[config.mk]
export PLATFORM = sky130hd
export DESIGN_NAME = neuron_recall_flat
export DESIGN_NICKNAME = d
export VERILOG_FILES = /design/src/rtl/neuron_recall_if.sv /design/src/rtl/neuron_recall.sv /design/src/flat_wrapper.sv
export SDC_FILE = /design/constraint.sdc
export NUM_CORES = 1
export LEC_CHECK = 0
export ABC_AREA = 0
export CORE_AREA = 2 2 195 197
export DETAILED_ROUTE_END_ITERATION = 7
export DIE_AREA = 0 0 197 199
export PLACE_DENSITY = 0.69
export SLEW_MARGIN = 20
export SYNTH_ARGS = -nofsm -noshare
export SYNTH_HDL_FRONTEND = slang
export SYNTH_SLANG_ARGS = --single-unit
export TNS_END_PERCENT = 1
[constraint.sdc]
create_clock -name recall_clock -period 5.75 [get_ports recall_clock]
set_input_delay 1.15 -clock recall_clock [delete_from_list [all_inputs] [get_ports recall_clock]]
set_output_delay 1.15 -clock recall_clock [all_outputs]
set_load 0.01 [all_outputs]
[src/rtl/neuron_recall_if.sv]
// Request/result bundle between the neuron-update sequencer (master) and the
// serial recall datapath (slave).
interface neuron_recall_if #(
  parameter int N    = 20,
  parameter int WW   = 10,
  parameter int NW   = 2,
  parameter int ACCW = WW + NW + 5
) ();
  logic              start;
  logic [N*WW-1:0]   weights_packed;
  logic [N*NW-1:0]   xalt;
  logic [NW-1:0]     xself;
  logic              busy;
  logic              done;
  logic [NW-1:0]     xout;
  logic [ACCW-1:0]   sum_out;

  modport master (
    output start, weights_packed, xalt, xself,
    input  busy, done, xout, sum_out
  );

  modport slave (
    input  start, weights_packed, xalt, xself,
    output busy, done, xout, sum_out
  );
endinterface

[src/rtl/neuron_recall.sv]
// Serial Hopfield recall: snapshots one weight row and all neuron states, accumulates
// sum(w[j]*x[j]) one term per clock, then emits sign(sum) as the neuron's next state.
module neuron_recall #(
  parameter int N    = 20,
  parameter int WW   = 10,
  parameter int NW   = 2,
  parameter int ACCW = WW + NW + 5
) (
  input  logic           recall_clock,
  input  logic           rst_n,
  neuron_recall_if.slave bus
);
  localparam int IW = (N > 1) ? $clog2(N) : 1;
  localparam int PW = WW + NW;

  typedef enum logic [1:0] {S_IDLE, S_ACC, S_FIN} state_t;

  state_t                r_state;
  logic signed [WW-1:0]  r_w [N];
  logic signed [NW-1:0]  r_x [N];
  logic [NW-1:0]         r_xself;
  logic signed [ACCW-1:0] r_acc;
  logic [IW-1:0]         r_idx;
  logic                  r_busy;
  logic                  r_done;
  logic [NW-1:0]         r_xout;
  logic signed [ACCW-1:0] r_sum;

  logic signed [PW-1:0]   w_prod;
  logic signed [ACCW-1:0] w_term;
  logic signed [ACCW-1:0] w_acc_nxt;

  // Zero sum keeps the neuron's current state rather than forcing a polarity.
  function automatic logic [NW-1:0] f_sign(input logic signed [ACCW-1:0] acc,
                                           input logic [NW-1:0] tie);
    if (acc[ACCW-1])      return '1;
    else if (acc != '0)   return NW'(1);
    else                  return tie;
  endfunction

  assign w_prod    = PW'(r_w[r_idx]) * PW'(r_x[r_idx]);
  assign w_term    = ACCW'(w_prod);
  assign w_acc_nxt = r_acc + w_term;

  always_ff @(posedge recall_clock or negedge rst_n) begin
    if (!rst_n) begin
      r_state <= S_IDLE;
      r_busy  <= 1'b0;
      r_done  <= 1'b0;
      r_xout  <= '0;
      r_sum   <= '0;
      r_acc   <= '0;
      r_idx   <= '0;
      r_xself <= '0;
      for (int j = 0; j < N; j++) begin
        r_w[j] <= '0;
        r_x[j] <= '0;
      end
    end else begin
      case (r_state)
        S_IDLE: begin
          r_done <= 1'b0;
          if (bus.start) begin
            for (int j = 0; j < N; j++) begin
              r_w[j] <= bus.weights_packed[j*WW +: WW];
              r_x[j] <= bus.xalt[j*NW +: NW];
            end
            r_xself <= bus.xself;
            r_acc   <= '0;
            r_idx   <= '0;
            r_busy  <= 1'b1;
            r_state <= S_ACC;
          end
        end
        S_ACC: begin
          r_acc <= w_acc_nxt;
          if (r_idx == IW'(N - 1)) begin
            r_sum   <= w_acc_nxt;
            r_xout  <= f_sign(w_acc_nxt, r_xself);
            r_done  <= 1'b1;
            r_state <= S_FIN;
          end else begin
            r_idx <= r_idx + 1'b1;
          end
        end
        S_FIN: begin
          r_done  <= 1'b0;
          r_busy  <= 1'b0;
          r_state <= S_IDLE;
        end
        default: r_state <= S_IDLE;
      endcase
    end
  end

  assign bus.busy    = r_busy;
  assign bus.done    = r_done;
  assign bus.xout    = r_xout;
  assign bus.sum_out = r_sum;
endmodule
[src/flat_wrapper.sv]
// flat-port wrapper written by rule: the top's interface ports become plain ports
module neuron_recall_flat 
#(
  parameter int N    = 20,
  parameter int WW   = 10,
  parameter int NW   = 2,
  parameter int ACCW = WW + NW + 5
)
  (recall_clock, rst_n, bus_start, bus_weights_packed, bus_xalt, bus_xself, bus_busy, bus_done, bus_xout, bus_sum_out);
  neuron_recall_if #(.N(N), .WW(WW), .NW(NW), .ACCW(ACCW)) bus_i ();
  input  logic recall_clock;
  input  logic rst_n;
  input wire logic [$bits(bus_i.start)-1:0] bus_start;
  input wire logic [$bits(bus_i.weights_packed)-1:0] bus_weights_packed;
  input wire logic [$bits(bus_i.xalt)-1:0] bus_xalt;
  input wire logic [$bits(bus_i.xself)-1:0] bus_xself;
  output wire logic [$bits(bus_i.busy)-1:0] bus_busy;
  output wire logic [$bits(bus_i.done)-1:0] bus_done;
  output wire logic [$bits(bus_i.xout)-1:0] bus_xout;
  output wire logic [$bits(bus_i.sum_out)-1:0] bus_sum_out;
  assign bus_i.start = bus_start;
  assign bus_i.weights_packed = bus_weights_packed;
  assign bus_i.xalt = bus_xalt;
  assign bus_i.xself = bus_xself;
  assign bus_busy = bus_i.busy;
  assign bus_done = bus_i.done;
  assign bus_xout = bus_i.xout;
  assign bus_sum_out = bus_i.sum_out;
  neuron_recall #(.N(N), .WW(WW), .NW(NW), .ACCW(ACCW)) u_core (.recall_clock(recall_clock), .rst_n(rst_n), .bus(bus_i));
endmodule
### Word-level counts from Yosys, hierarchy flattened

Index checks and enable logic that the tools add are counted.

| storage, ports and cells | value |
|---|---|
| input bits | 245 |
| logic and storage cells | 92 |
| register bits after elaboration | 287 |
| bits in latches | 0 |
| output and inout port bits | 21 |
| memory bits (writable) | 0 |
| ROM bits | 0 |
| memories | 0 |

| cells by class | value |
|---|---|
| multipliers | 1 |
| magnitude comparators | 1 |
| divide/modulo/power cells | 0 |
| $add $sub $neg | 2 |
| shift-type cells | 0 |
| bitwise gates (word level) | 1 |
| reductions and logical operators | 13 |
| multiplexer cells | 20 |
| equality and inequality tests | 6 |

Operator list:

| kind | count |
|---|---|
| 10-bit binary-select mux with 5-bit select | 1 |
| 17-bit case mux with 2 select lines | 1 |
| 10-bit 2-to-1 mux | 2 |
| 17-bit by 12-bit adder with 17-bit output | 1 |
| 17-bit 2-to-1 mux | 1 |
| 17-bit nonzero test | 1 |
| 10-bit by 2-bit multiplier with 12-bit output | 1 |
| 2-bit 2-to-1 mux | 6 |
| 2-bit AND reduction | 6 |
| 2-bit binary-select mux with 5-bit select | 1 |
| 5-bit 2-to-1 mux | 2 |
| 5-bit case mux with 2 select lines | 1 |
| 6-bit >= comparator (second input constant) | 1 |
| 5-bit inverter with 6-bit output | 1 |
| 2-bit nonzero test | 3 |
| 5-bit by 1-bit adder with 5-bit output (second input constant) | 1 |
| 5-bit equality test (second input constant) | 1 |
| 2-bit inequality test (second input constant) | 2 |
| 1-bit case mux with 2 select lines | 2 |
| 2-bit case mux with 2 select lines | 1 |
| 3-bit AND reduction | 1 |
| 2-bit by 1-bit equality test with 1-bit output (second input constant) | 1 |
| 2-bit equality test (second input constant) | 1 |
| 2-bit logical NOT | 1 |
| 3 further kinds | 4 |

### Depth between registers and ports, before layout

| logic depth | value |
|---|---|
| depth in word-level cells | 9 |
| mapped depth | 21 |
| depth with buffers taken out | 18 |

### Worst setup path after synthesis

No wires, ideal clock.

| path | value |
|---|---|
| path kind | register to register |
| start | register u_core.r_idx[1] |
| end | register u_core.r_xout[0], in the netlist u_core.bus.xout[0] |
| data required time | 5.613 ns |
| arrival time | 4.666 ns |
| buffers on the path | 3 |
| stages on the path, launching flop included | 21 |
| library setup time | 0.137 ns |
| period minus slack after synthesis | 4.803 ns |
| path slack | 0.947 ns |
| cells stage by stage | dfrtp_1 -> buf_2 -> buf_2 -> buf_1 -> mux4_2 -> mux4_2 -> a22o_1 -> and2_1 -> ha_1 -> inv_1 -> ha_1 -> nor2_1 -> fa_1 -> nor2b_1 -> o21ai_1 -> a21o_1 -> a311o_1 -> nor2_1 -> nor4b_1 -> and3_1 -> a31oi_1 |

| on the way | value |
|---|---|
| word-level cells in the longest chain between the ends | 9 |
| elaborated cells on any way between the ends | 14 |
| classes of those cells | add/sub: 1; mul: 1; eq/ne: 1; mux: 8; bitwise: 1; reduce/logical: 2 |

RTL lines:

| element | RTL line | text |
|---|---|---|
| start: declaration | neuron_recall.sv:23 | `logic [IW-1:0] r_idx;` |
| start signal: assignment | neuron_recall.sv:83 | `r_idx <= r_idx + 1'b1;` |
| 5-bit inverter with 6-bit output (implied by the code) | neuron_recall.sv:41 | `assign w_prod = PW'(r_w[r_idx]) * PW'(r_x[r_idx]);` |
| 10-bit binary-select mux with 5-bit select / 2-bit binary-select mux with 5-bit select (equally long branches) | neuron_recall.sv:41 |  |
| 10-bit 2-to-1 mux (implied by the code) / 2-bit 2-to-1 mux (equally long branches) (2 in a row) | neuron_recall.sv:41 |  |
| 10-bit by 2-bit multiplier with 12-bit output | neuron_recall.sv:41 |  |
| 17-bit by 12-bit adder with 17-bit output | neuron_recall.sv:43 | `assign w_acc_nxt = r_acc + w_term;` |
| 17-bit nonzero test | neuron_recall.sv:37 | `else if (acc != '0) return NW'(1);` |
| 2-bit 2-to-1 mux | neuron_recall.sv:37 |  |
| 2-bit 2-to-1 mux | neuron_recall.sv:36 | `if (acc[ACCW-1]) return '1;` |
| end signal: assignment | neuron_recall.sv:79 | `r_xout <= f_sign(w_acc_nxt, r_xself);` |
| end: declaration | neuron_recall.sv:26 | `logic [NW-1:0] r_xout;` |

Several ways; a longest one is shown, not always the timed one. The select of a mux whose other input is x is not followed.
A chain may end at the register's enable or synchronous reset.

### Worst setup path in the final report

Ends and elaborated chain as after synthesis.

==> flow_summary.json <==
{
  "fillCellCount": 3195,
  "fin_cells": 1765,
  "r2r-start": "u_core.r_idx[1]$_DFFE_PN0P_",
  "peakVddDrop_mv": 0.480,
  "reg2reg_to": "u_core.bus.xout[0]$_DFFE_PN0P_",
  "syn_inst": 1009,
  "cts_tree": "built",
  "total_power_mw": 14.0,
  "cts.htree.levels": 2,
  "status": "finished, final reports clean",
  "fin_setup_tns_ns": 0,
  "finalSetupViolCount": 0,
  "synth.avg_cell_area_um2": 13.8,
  "critPathRequiredTime_ns": 6.12,
  "cts_buffers": 34,
  "use_met2_pct": 31.1,
  "post-synth-top-count-cell": "dfrtp_1",
  "viasPerCell": 5.26,
  "clock_path_buffers": 3,
  "overflow": 0,
  "yosys-top-cells-count": "287 x dfrtp_1, 242 x mux2_2, 68 x nand2_1",
  "yosys_warnings": 0,
  "endpoint_kind": "flip-flop",
  "cp_cell_sequence": "buf_4, mux4_2, mux4_2, a22o_1, and2_1, ha_1, inv_1, ha_1, nor2_1, fa_1, nor2b_1, o21a_1, o21ai_0, a21boi_0, o22ai_1, nor4b_1, and3_1, a31oi_1",
  "crit_arrival_ns": 5.80,
  "drive_above_1_share_pct": 30.4,
  "hold_viol_final": 0,
  "ff2ff_path_depth": 18,
  "path_buf_inv": 2,
  "finalClockSkew_ns": 0.0350,
  "yosys_register_bits": 287,
  "grtUsageMet1_pct": 25.9,
  "synthToLayoutAreaGrowth_pct": 30.7,
  "critPathSlowestCell": "dfrtp_4",
  "fmax_ghz": 0.184,
  "die_h_um": 199,
  "multi_input_area_mm2": 0.00632,
  "worstSetupPathType": "reg -> reg",
  "dr.pass1.iters": 5,
  "start_kind": "flip-flop",
  "post_cts_buffers": 0,
  "cts_resized": 0,
  "wl_per_cell_um": 21.1,
  "p_leak_nw": 7.69,
  "synthFlopType": "dfrtp_1",
  "hold_buffers": 0,
  "path_delay_family": "simple AND/OR/NAND/NOR gates",
  "synth_edf_count": 0,
  "max_stage_delay_ns": 0.79,
  "fp-row-count": 71,
  "fin_crit_ns": 5.42,
  "final_antenna_net_count": 0,
  "synth_fp_nets": 1289,
  "worstSkewPairLatency_ns": 0.52,
  "finalMaxSlewViolations": 0,
  "synth_top_cell_by_area": "dfrtp_1",
  "timing.final.crit_share_pct": 94.3,
  "relSlewSlack_pct": 33.0,
  "p_per_area_mw_per_mm2": 771,
  "clkTransAtPathRegs_ns": 0.06,
  "start_util_pct": 37.5,
  "path_max_fanout": 39,
  "cap_violations": 0,
  "ios": 266,
  "rsz0062_at_grt": "false",
  "grt_pass1_vias": 9773,
  "grt_util_met3_pct": 4.54,
  "max_slew.worst_pin.slew_ns": 1.00,
  "regArea_mm2": 0.00719,
  "final_nets": 1551,
  "ctsRootBufferMaster": "clkbuf_16",
  "grt_pass1_wl_mm": 57.1,
  "dp_cells": 1709,
  "synthArstFlopShare_pct": 100,
  "die_w_um": 197,
  "min-delay-start": "u_core.bus.sum_out[13]$_DFFE_PN0P_",
  "vias": 9289,
  "die-area_mm2": 0.0392,
  "hp-class": "reg -> reg",
  "core_mm2": 0.0371,
  "synth_area_leaders": "dfrtp_1 52%, mux2_2 20%, mux4_2 10%",
  "wl_mm": 37.2,
  "synth_cell_type_count": 57,
  "yosysSeqAreaShare_pct": 51.6,
  "grt.total_usage_pct": 19.2,
  "synth_top_area_share_pct": 51.6,
  "whs_path_depth": 2,
  "netlist_area_mm2": 0.0139,
  "place_hpwl_mm": 28.1,
  "route.detailed.drc": 0,
  "port_buffers": 265,
  "r2r_setup_slack_ns": 0.33,
  "drtIter0Drc": 544,
  "clkSinkCount": 287,
  "antenna_found_initial": 7,
  "gr-max-usage-layer": "met2",
  "gp_congestion": 0.883,
  "grt_start_max_net_pins": 124,
  "min_to": "u_core.bus.sum_out[13]$_DFFE_PN0P_"
}
[final cells by class]
cell class,instances,share of cell area [%]
clock buffers,46,5.42
flip-flops and latches,287,39.5
inverters,38,0.784
clock inverters,7,0.371
repair buffers,291,15.9
diodes,3,0.0412
multi-input cells,619,34.7
well taps,474,3.26
[through the flow]
step | hold slack, ns | utilization (%) | cell area, µm² | worst slack, ns
floorplan | 0.456 | - | 13900 | 0.947
global placement | 0.463 | 46.2 | 17100 | 0.518
detailed placement | 0.466 | 46.2 | 17100 | 0.457
CTS | 0.479 | 49.0 | 18200 | 0.444
global route | 0.509 | 49.0 | 18200 | 0.0471
finish | 0.474 | 49.0 | 18200 | 0.327
[kinds of logic after synthesis]
family | synth area share, %
adders and majority gates | 3.68
xor gates and xnor gates | 0.872
buffers and inverters | 3.03
muxes | 30.9
DFF | 51.6
AOI/OAI and AO/OA | 4.67
and+or+nand+nor | 5.21
[worst register-to-register path: stages, from the launching register on]
cell and delay, ns:
dfrtp_4 0.79, buf_4 0.31, mux4_2 0.30, mux4_2 0.53, a22o_1 0.26, and2_1 0.15, ha_1 0.29, inv_1 0.06
ha_1 0.15, nor2_1 0.06, fa_1 0.46, nor2b_1 0.22, o21a_1 0.16, o21ai_0 0.11, a21boi_0 0.36, o22ai_1 0.12
nor4b_1 0.61, and3_1 0.27, a31oi_1 0.08
[state kept, by name, summed over array words and instances (netlist names)]
| register | count |
|---|---|
| u_core.r_w | 200 |
| u_core.r_xself | 2 |
| u_core.r_x | 40 |
| u_core.bus.done | 1 |
| u_core.bus.busy | 1 |
| u_core.bus.sum_out | 17 |
| u_core.bus.xout | 2 |
| u_core.r_state | 2 |
| u_core.r_idx | 5 |
| u_core.r_acc | 17 |
[layout by cell type (no fill, tap or decap), types with 10 or more instances in the layout]
cell type	netlist	final
dfrtp_1	287	285
inv_1	38	38
fa_1	10	10
buf_4	3	23
mux4_2	63	63
a22o_1	12	12
o21ai_0	26	26
ha_1	25	25
clkdlybuf4s50_1	0	264
clkbuf_16	0	35
nand2_1	68	68
mux2_2	242	242
mux2i_1	15	15
nor2_1	26	26
a21oi_1	13	13
[power by group]
group | internal [mW] | switching [mW] | total [mW]
logic | 4.04 | 4.13 | 8.17
registers | 3.09 | 0.721 | 3.81
clock network | 1.24 | 0.816 | 2.05
[worst max-delay path by stage]
stage	startpoint	endpoint	slack, ns	depth (start not counted)
finish	u_core.r_idx[1]$_DFFE_PN0P_	u_core.bus.xout[0]$_DFFE_PN0P_	0.33	18
global route	u_core.r_idx[0]$_DFFE_PN0P_	u_core.bus.xout[0]$_DFFE_PN0P_	0.05	16
CTS	u_core.r_idx[0]$_DFFE_PN0P_	u_core.bus.xout[0]$_DFFE_PN0P_	0.44	16
detailed placement	u_core.r_idx[0]$_DFFE_PN0P_	u_core.bus.xout[0]$_DFFE_PN0P_	0.46	16
global placement	u_core.r_idx[1]$_DFFE_PN0P_	u_core.bus.xout[0]$_DFFE_PN0P_	0.52	18
floorplan	u_core.r_idx[1]$_DFFE_PN0P_	u_core.bus.xout[0]$_DFFE_PN0P_	0.95	20
[metal layers]
layer  wire length (µm)  part of all wire, %
met1              16000                   43
met2              17700                   47
met3               2530                  6.8
met4                936                  2.5
met5                 54                 0.15
Note: power is estimated with default switching activity, not from simulation.
